**src/rtl/coproc_pkg.sv**
```systemverilog
// Shared types and constants for the filter coprocessor sequencer.
// Holds the FSM state encoding, image geometry and filter opcodes.
package coproc_pkg;

  localparam int IMG_DIM   = 256;
  localparam int PIX_TOTAL = IMG_DIM * IMG_DIM;
  localparam int CNT_W     = 17;

  typedef enum logic [2:0] {
    ST_IDLE  = 3'd0,
    ST_START = 3'd1,
    ST_FILL  = 3'd2,
    ST_DRAIN = 3'd3,
    ST_DONE  = 3'd4
  } state_e;

  typedef enum logic [2:0] {
    OP_BYPASS  = 3'd0,
    OP_BLUR    = 3'd1,
    OP_SHARPEN = 3'd2,
    OP_SOBEL   = 3'd3,
    OP_MEDIAN  = 3'd4,
    OP_ERODE   = 3'd5,
    OP_DILATE  = 3'd6,
    OP_THRESH  = 3'd7
  } op_e;

endpackage

```
**src/rtl/coproc_seq_ctrl_beat_cnt.sv**
```systemverilog
// Saturating beat counter with synchronous clear and a terminal flag.
module beat_cnt #(
  parameter int             W       = coproc_pkg::CNT_W,
  parameter logic [W-1:0]   MAX_VAL = W'(coproc_pkg::PIX_TOTAL)
) (
  input  logic         clk,
  input  logic         rst_n,
  input  logic         i_clr,
  input  logic         i_inc,
  output logic [W-1:0] o_cnt,
  output logic         o_term
);

  logic [W-1:0] r_cnt;

  // Count register: clear has priority, increments stop at MAX_VAL
  always_ff @(posedge clk or negedge rst_n) begin
    if (!rst_n) begin
      r_cnt <= '0;
    end else if (i_clr) begin
      r_cnt <= '0;
    end else if (i_inc && (r_cnt != MAX_VAL)) begin
      r_cnt <= r_cnt + W'(1);
    end else begin
      r_cnt <= r_cnt;
    end
  end

  assign o_cnt  = r_cnt;
  assign o_term = (r_cnt == MAX_VAL);

endmodule

```
**src/rtl/coproc_seq_ctrl.sv**
```systemverilog
// Pass sequencer for the filter coprocessor: accepts a CPU command, streams
// PIX_TOTAL input beats into the address calculator and waits for all results.
module coproc_seq_ctrl #(
  parameter int IMG_DIM   = coproc_pkg::IMG_DIM,
  parameter int PIX_TOTAL = IMG_DIM * IMG_DIM
) (
  input  logic       clk,
  input  logic       rst_n,
  input  logic       i_cmd_valid,
  input  logic [2:0] i_cmd_op,
  output logic       o_cmd_ready,
  input  logic       i_abort,
  input  logic       i_irq_clr,
  output logic       o_busy,
  output logic       o_done,
  output logic       o_irq,
  output logic [2:0] o_op_q,
  input  logic       i_in_valid,
  output logic       o_in_ready,
  output logic       o_ac_start,
  output logic       o_ac_we_in,
  output logic       o_ac_re,
  input  logic       i_ac_we_out,
  input  logic       i_out_ready
);
  import coproc_pkg::*;

  localparam logic [CNT_W-1:0] PIX_LAST = CNT_W'(PIX_TOTAL - 1);

  state_e           r_state;
  state_e           w_next;
  op_e              r_op_q;
  logic             r_irq;
  logic             w_active;
  logic             w_start;
  logic             w_abort;
  logic             w_clr;
  logic             w_in_fire;
  logic             w_out_fire;
  logic             w_in_last;
  logic             w_out_last;
  logic             w_in_term;
  logic             w_out_term;
  logic [CNT_W-1:0] w_in_cnt;
  logic [CNT_W-1:0] w_out_cnt;

  assign w_active   = (r_state == ST_FILL) || (r_state == ST_DRAIN);
  assign w_start    = (r_state == ST_IDLE) && i_cmd_valid;
  assign w_abort    = i_abort && (w_active || (r_state == ST_START));
  assign w_clr      = w_start || w_abort;
  assign w_in_fire  = (r_state == ST_FILL) && i_in_valid;
  assign w_out_fire = w_active && i_ac_we_out;
  // Completion looks at the beat arriving this cycle, not just the stored count
  assign w_in_last  = w_in_term || (w_in_fire && (w_in_cnt == PIX_LAST));
  assign w_out_last = w_out_term || (w_out_fire && (w_out_cnt == PIX_LAST));

  beat_cnt #(.W(CNT_W), .MAX_VAL(CNT_W'(PIX_TOTAL))) u_in_cnt (
    .clk    (clk),
    .rst_n  (rst_n),
    .i_clr  (w_clr),
    .i_inc  (w_in_fire),
    .o_cnt  (w_in_cnt),
    .o_term (w_in_term)
  );

  beat_cnt #(.W(CNT_W), .MAX_VAL(CNT_W'(PIX_TOTAL))) u_out_cnt (
    .clk    (clk),
    .rst_n  (rst_n),
    .i_clr  (w_clr),
    .i_inc  (w_out_fire),
    .o_cnt  (w_out_cnt),
    .o_term (w_out_term)
  );

  // State register
  always_ff @(posedge clk or negedge rst_n) begin
    if (!rst_n) begin
      r_state <= ST_IDLE;
    end else begin
      r_state <= w_next;
    end
  end

  // Next-state logic; abort outranks completion
  always_comb begin
    w_next = r_state;
    case (r_state)
      ST_IDLE: begin
        if (i_cmd_valid) w_next = ST_START;
        else             w_next = ST_IDLE;
      end
      ST_START: begin
        if (i_abort) w_next = ST_IDLE;
        else         w_next = ST_FILL;
      end
      ST_FILL: begin
        if (i_abort)        w_next = ST_IDLE;
        else if (w_in_last) w_next = ST_DRAIN;
        else                w_next = ST_FILL;
      end
      ST_DRAIN: begin
        if (i_abort)         w_next = ST_IDLE;
        else if (w_out_last) w_next = ST_DONE;
        else                 w_next = ST_DRAIN;
      end
      ST_DONE: w_next = ST_IDLE;
      default: w_next = ST_IDLE;
    endcase
  end

  // Opcode latch and sticky irq; setting in DONE beats a same-cycle clear
  always_ff @(posedge clk or negedge rst_n) begin
    if (!rst_n) begin
      r_op_q <= OP_BYPASS;
      r_irq  <= 1'b0;
    end else begin
      if (w_start) r_op_q <= op_e'(i_cmd_op);
      else         r_op_q <= r_op_q;
      if (r_state == ST_DONE) r_irq <= 1'b1;
      else if (i_irq_clr)     r_irq <= 1'b0;
      else                    r_irq <= r_irq;
    end
  end

  // State-decoded outputs
  always_comb begin
    o_cmd_ready = (r_state == ST_IDLE);
    o_busy      = (r_state != ST_IDLE);
    o_ac_start  = (r_state == ST_START);
    o_in_ready  = (r_state == ST_FILL);
    o_done      = (r_state == ST_DONE);
    o_ac_we_in  = i_in_valid && (r_state == ST_FILL);
    o_ac_re     = i_out_ready && w_active;
    o_op_q      = r_op_q;
    o_irq       = r_irq;
  end

endmodule

```
**config.mk**
```make
export PLATFORM = sky130hd
export DESIGN_NAME = coproc_seq_ctrl
export DESIGN_NICKNAME = d
export VERILOG_FILES = /design/src/rtl/coproc_pkg.sv /design/src/rtl/coproc_seq_ctrl_beat_cnt.sv /design/src/rtl/coproc_seq_ctrl.sv
export SDC_FILE = /design/constraint.sdc
export NUM_CORES = 1
export LEC_CHECK = 0
export CORE_ASPECT_RATIO = 0.5
export CORE_UTILIZATION = 45
export DETAILED_ROUTE_END_ITERATION = 8
export PLACE_DENSITY = 0.67
export SETUP_SLACK_MARGIN = 0.15
export SKIP_CTS_REPAIR_TIMING = 1
export SLEW_MARGIN = 20
export SYNTH_ARGS = -nofsm -noshare
export SYNTH_HDL_FRONTEND = slang
export SYNTH_SLANG_ARGS = --single-unit
export TNS_END_PERCENT = 10
```
**constraint.sdc**
```tcl
create_clock -name clk -period 3.57 [get_ports clk]
set_input_delay 0.714 -clock clk [delete_from_list [all_inputs] [get_ports clk]]
set_output_delay 0.714 -clock clk [all_outputs]
set_load 0.02 [all_outputs]
```
After elaboration in Yosys (flattened, before gate mapping)
Cells that the tools add are included.
- register bits: 41
- input bits: 11
- output and inout port bits: 11
- logic and storage cells: 49
- $add $sub $neg: 2
- equality and inequality tests: 10
- muxes and demuxes: 13
- reductions and logical operators: 19
- operators by type and width (kind ; number):
    17-bit two-way mux ; 4
    17-bit by 1-bit adder with 17-bit output (second input constant) ; 2
    17-bit by 16-bit equality test with 1-bit output (second input constant) ; 2
    17-bit equality test (second input constant) ; 2
    17-bit != test (second input constant) ; 2
    3-bit one-hot mux with 4 select lines ; 1
    1-bit logical AND ; 9
    3-bit by 2-bit equality test with 1-bit output (second input constant) ; 2
    3-bit two-way mux ; 2
    2-bit nonzero test ; 3
    1-bit logical OR ; 5
    1-bit two-way mux ; 4
    2-bit two-way mux ; 2
    3-bit by 1-bit equality test with 1-bit output (second input constant) ; 1
    3-bit equality test (second input constant) ; 1
    3-bit zero test ; 1
    3-bit nonzero test ; 1

Depth between registers and ports, before layout
- word-level depth: 8
- mapped depth: 8
- mapped depth without buffers: 8

Cells and area by module
Synthesis repeated with hierarchy kept, for this count alone.
- cells, all modules: 244
- area total of the unflattened synthesis: 2342.2 µm²
- modules (own cells, without submodules) (module ; instances ; cells an instance ; area each (µm²) ; seq. area each (µm²)):
    beat_cnt ; 2 ; 97 ; 943.4 ; 425.4
    coproc_seq_ctrl ; 1 ; 50 ; 455.4 ; 175.2

Worst setup path before layout
OpenSTA, ideal clock, no wires.
- path type: register -> register
- from: register u_out_cnt.r_cnt[0], in the netlist u_out_cnt.o_cnt[0]
- to: register r_state[1]
- setup time: 0.125 ns
- data arrival time: 1.771 ns
- data required time: 3.445 ns
- slack: 1.673 ns
- stages on the path, launching flop included: 9
- buffers on the path: 0
- clock period less this slack: 1.897 ns
- path through: dfrtp_1 > ha_1 > and3_1 > nand3_1 > nor2_1 > ha_1 > and2_1 > o21a_1 > a2111oi_0
- cells in the longest elaborated chain, start to end: 6
- elaborated cells on any way between the ends: 7
- those cells by class: eq/ne (2); mux (3); reduce/logical (2)
- RTL lines (element ; line ; RTL):
    start: declaration ; coproc_seq_ctrl_beat_cnt.sv:14 ; logic [W-1:0] r_cnt;
    start signal: assignment ; coproc_seq_ctrl_beat_cnt.sv:23 ; r_cnt <= r_cnt + W'(1);
    start signal: assignment ; coproc_seq_ctrl_beat_cnt.sv:25 ; r_cnt <= r_cnt;
    17-bit by 16-bit equality test with 1-bit output ; coproc_seq_ctrl.sv:55 ; assign w_out_last = w_out_term || (w_out_fire && (w_out_cnt == PIX_LAST));
    1-bit logical AND ; coproc_seq_ctrl.sv:55 ;
    1-bit logical OR (*) ; coproc_seq_ctrl.sv:55 ;
    3-bit two-way mux (*) ; coproc_seq_ctrl.sv:103 ; else if (w_out_last) w_next = ST_DONE;
    3-bit two-way mux (*) ; coproc_seq_ctrl.sv:102 ; if (i_abort) w_next = ST_IDLE;
    3-bit one-hot mux with 4 select lines (*) ; coproc_seq_ctrl.sv:87 ; case (r_state)
    via w_next[1] ; coproc_seq_ctrl.sv:31 ; state_e w_next;
    end signal: assignment ; coproc_seq_ctrl.sv:80 ; r_state <= w_next;
    end: declaration ; coproc_seq_ctrl.sv:30 ; state_e r_state;
Mark *: on every way through the listed nets, which the timed path passes. The rest lies on a longest branch.
A chain may end at the register's enable or synchronous reset.

Worst setup path in the final report
- from: input port i_in_valid
- to: output port o_ac_we_in
- cells in the longest elaborated chain, start to end: 1
- RTL lines (element ; line ; RTL):
    start: declaration ; coproc_seq_ctrl.sv:18 ; input logic i_in_valid,
    1-bit logical AND ; coproc_seq_ctrl.sv:132 ; o_ac_we_in = i_in_valid && (r_state == ST_FILL);
    end: declaration ; coproc_seq_ctrl.sv:21 ; output logic o_ac_we_in,
Every way passes these cells.

==> flow_summary.yaml <==
outcome:
  status: "complete, no violations"
critical_path:
  critPathKind: "in -> out"
  end_kind: "output port"
  start_kind: "primary input"
  worst-endpoint-required_ns: 2.86
  rrSetupSlack_ns: 1.28
  critPathMaxFanout: 4
  critPathArrivalTime_ns: 2.06
placement:
  place_area_um2: 2640
  hpwl_um: 3630
  portBuffers: 21
  gp_congestion: 0.785
  dp_cells: 341
yosys:
  ys_seq_elements: 41
  yosys.cell_count.top_type: "dfrtp_1"
  synth_edf_count: 0
  synth-async-reset-ratio: 1.00
  syn_area_um2: 2400
  synth.distinct_cells: 44
  ys_top_cells_by_area: "dfrtp_1, a21oi_1, nand2_1"
  ys_warn_count: 0
  synth_common_cells: "dfrtp_1, a21oi_1, nand2_1"
  avgSynthCellArea_um2: 9.20
  yosys.area.top_type: "dfrtp_1"
  yosysSeqAreaShare: 0.427
  synthFlopType: "dfrtp_1"
  synthCells: 261
  syn-num-nets: 278
  synth_top_area_frac: 0.427
floorplanning:
  fp.dieArea_um2: 5650
  coreArea_um2: 5020
  die_w_um: 105
  initial_utilization: 0.478
  ios: 22
  row_count: 18
  fp.dieH_um: 53.7
timing:
  finalMaxSlewViolations: 0
  min_period_ns: 2.78
  rsz0062_at_grt: "no"
  clock_skew_ns: 0.00621
  timing.final.crit_share: 0.777
  setup-violations-final: 0
  finalHoldWorstSlack_ns: 0.487
  tightest_slew_ns: 0.922
  final.setup.tns_ns: 0
  slew_headroom: 0.385
  fmax_ghz: 0.360
  final_hold_viol_count: 0
finish:
  fin_area_um2: 2760
  stdcell_count: 349
  drive_above_1_share: 0.0681
  area_growth_pct: 14.7
  num_antenna_cells: 0
  fillers: 457
  nets: 295
global_route:
  antenna_found_initial: 0
  grt_first_pass_wirelength_um: 9120
  grt_pass1_vias: 1990
  overflow: 0
  grt_max_degree: 42
  grt.total_usage: 0.207
cts:
  cts.htree.levels: 2
  path_clk_slew_ns: 0.08
  clkSinkCount: 41
  numCtsBuffers: 5
  cts-root-buf: "clkbuf_8"
  cts_tree: "built"
  clk_latency_ns: 0.29
  clockBufferDepth: 2
detailed_routing:
  wl_per_cell_um: 15.1
  drt-total-wl_um: 5260
  drc: 0
  viasPerCell: 5.94
  drt_iter0_markers: 58
  num_vias: 2073
  dr.pass1.iters: 4
  ant_nets: 0
min_path:
  min_path_type: "reg -> reg"
power:
  p_per_area_nw_per_um2: 409
  leakage_uw: 0.00109
  finalPower_uw: 1130
  vdd_drop_max_v: 0.000178
job:
  maxCapViolations: 0
==> placed cells by master (no fill, tap or decap), drive strengths merged, types with 7 or more instances in the layout <==
cell           count
dfrtp             41
a21oi             23
nand2             21
clkdlybuf4s50     20
inv               15
nand3             14
o21ai             13
nor2              12
or3               10
nor4               9
and3               8
o31ai              8
or4                8
nand4              7
clkbuf             7
==> flip-flops by register name, indices dropped and copies added, names as in the netlist <==
name and flops:
u_in_cnt.o_cnt 17, u_out_cnt.o_cnt 17, o_op_q 3, r_state 3, o_irq 1
==> per-stage QoR <==
stage,worst slack [ns],util
floorplan,1.67,-
global placement,0.808,0.525
detailed placement,0.789,0.525
CTS,0.788,0.549
global route,0.729,0.549
finish,0.795,0.549
==> routing by layer <==
metal	vias up	GRT usage	wire, um
li1	992	-	-
met1	1056	0.255	2450
met2	18	0.386	2630
met3	7	0.0412	126
met4	0	0.0493	53
met5	-	0	0
==> critical path, stage by stage <==
cell             delay (ns)
clkdlybuf4s50_1        0.53
nand4bb_4              0.14
inv_1                  0.08
clkdlybuf4s50_1        0.59
==> layout make-up <==
type	count	area, um2	share of cell area
Clock buffer	7	86.3	0.0313
Clock inverter	1	30.0	0.0109
Inverter	15	56.3	0.0204
Multi-Input combinational cell	192	1250	0.453
Sequential cell	41	1030	0.372
Tap cell	70	87.6	0.0318
Timing Repair Buffer	23	220	0.0799
==> path summary, 6_finish.rpt <==
kind / startpoint / end / cells after the start
min in group asynchronous: rst_n / u_out_cnt.o_cnt[8]$_DFFE_PN0P_ / 1
min reg2reg: o_irq$_DFFE_PN0P_ / o_irq$_DFFE_PN0P_ / 1
max: i_in_valid / o_ac_we_in / 4
max reg2reg: u_in_cnt.o_cnt[0]$_DFFE_PN0P_ / u_in_cnt.o_cnt[9]$_DFFE_PN0P_ / 6
max in group asynchronous: rst_n / u_in_cnt.o_cnt[7]$_DFFE_PN0P_ / 1
min: o_irq$_DFFE_PN0P_ / o_irq$_DFFE_PN0P_ / 1
==> power breakdown <==
part | internal (uW) | switching (uW) | leakage [uW] | total (uW)
registers | 485 | 22.1 | 0.000563 | 507
clock network | 228 | 164 | 0.0000585 | 392
logic | 95.4 | 132 | 0.000473 | 227
total | 808 | 317 | 0.00109 | 1130
==> cells by family (layout without fill, tap and decap cells) <==
group,count (synthesis),count (layout),synth area share
buf+inv,28,46,0.0542
xor+xnor,4,4,0.0146
simple gates,118,118,0.294
compound gates,55,55,0.139
fa+ha+maj,6,6,0.0313
flops,41,41,0.427
mux,9,9,0.0391
Power figures use the tool's default switching activity.
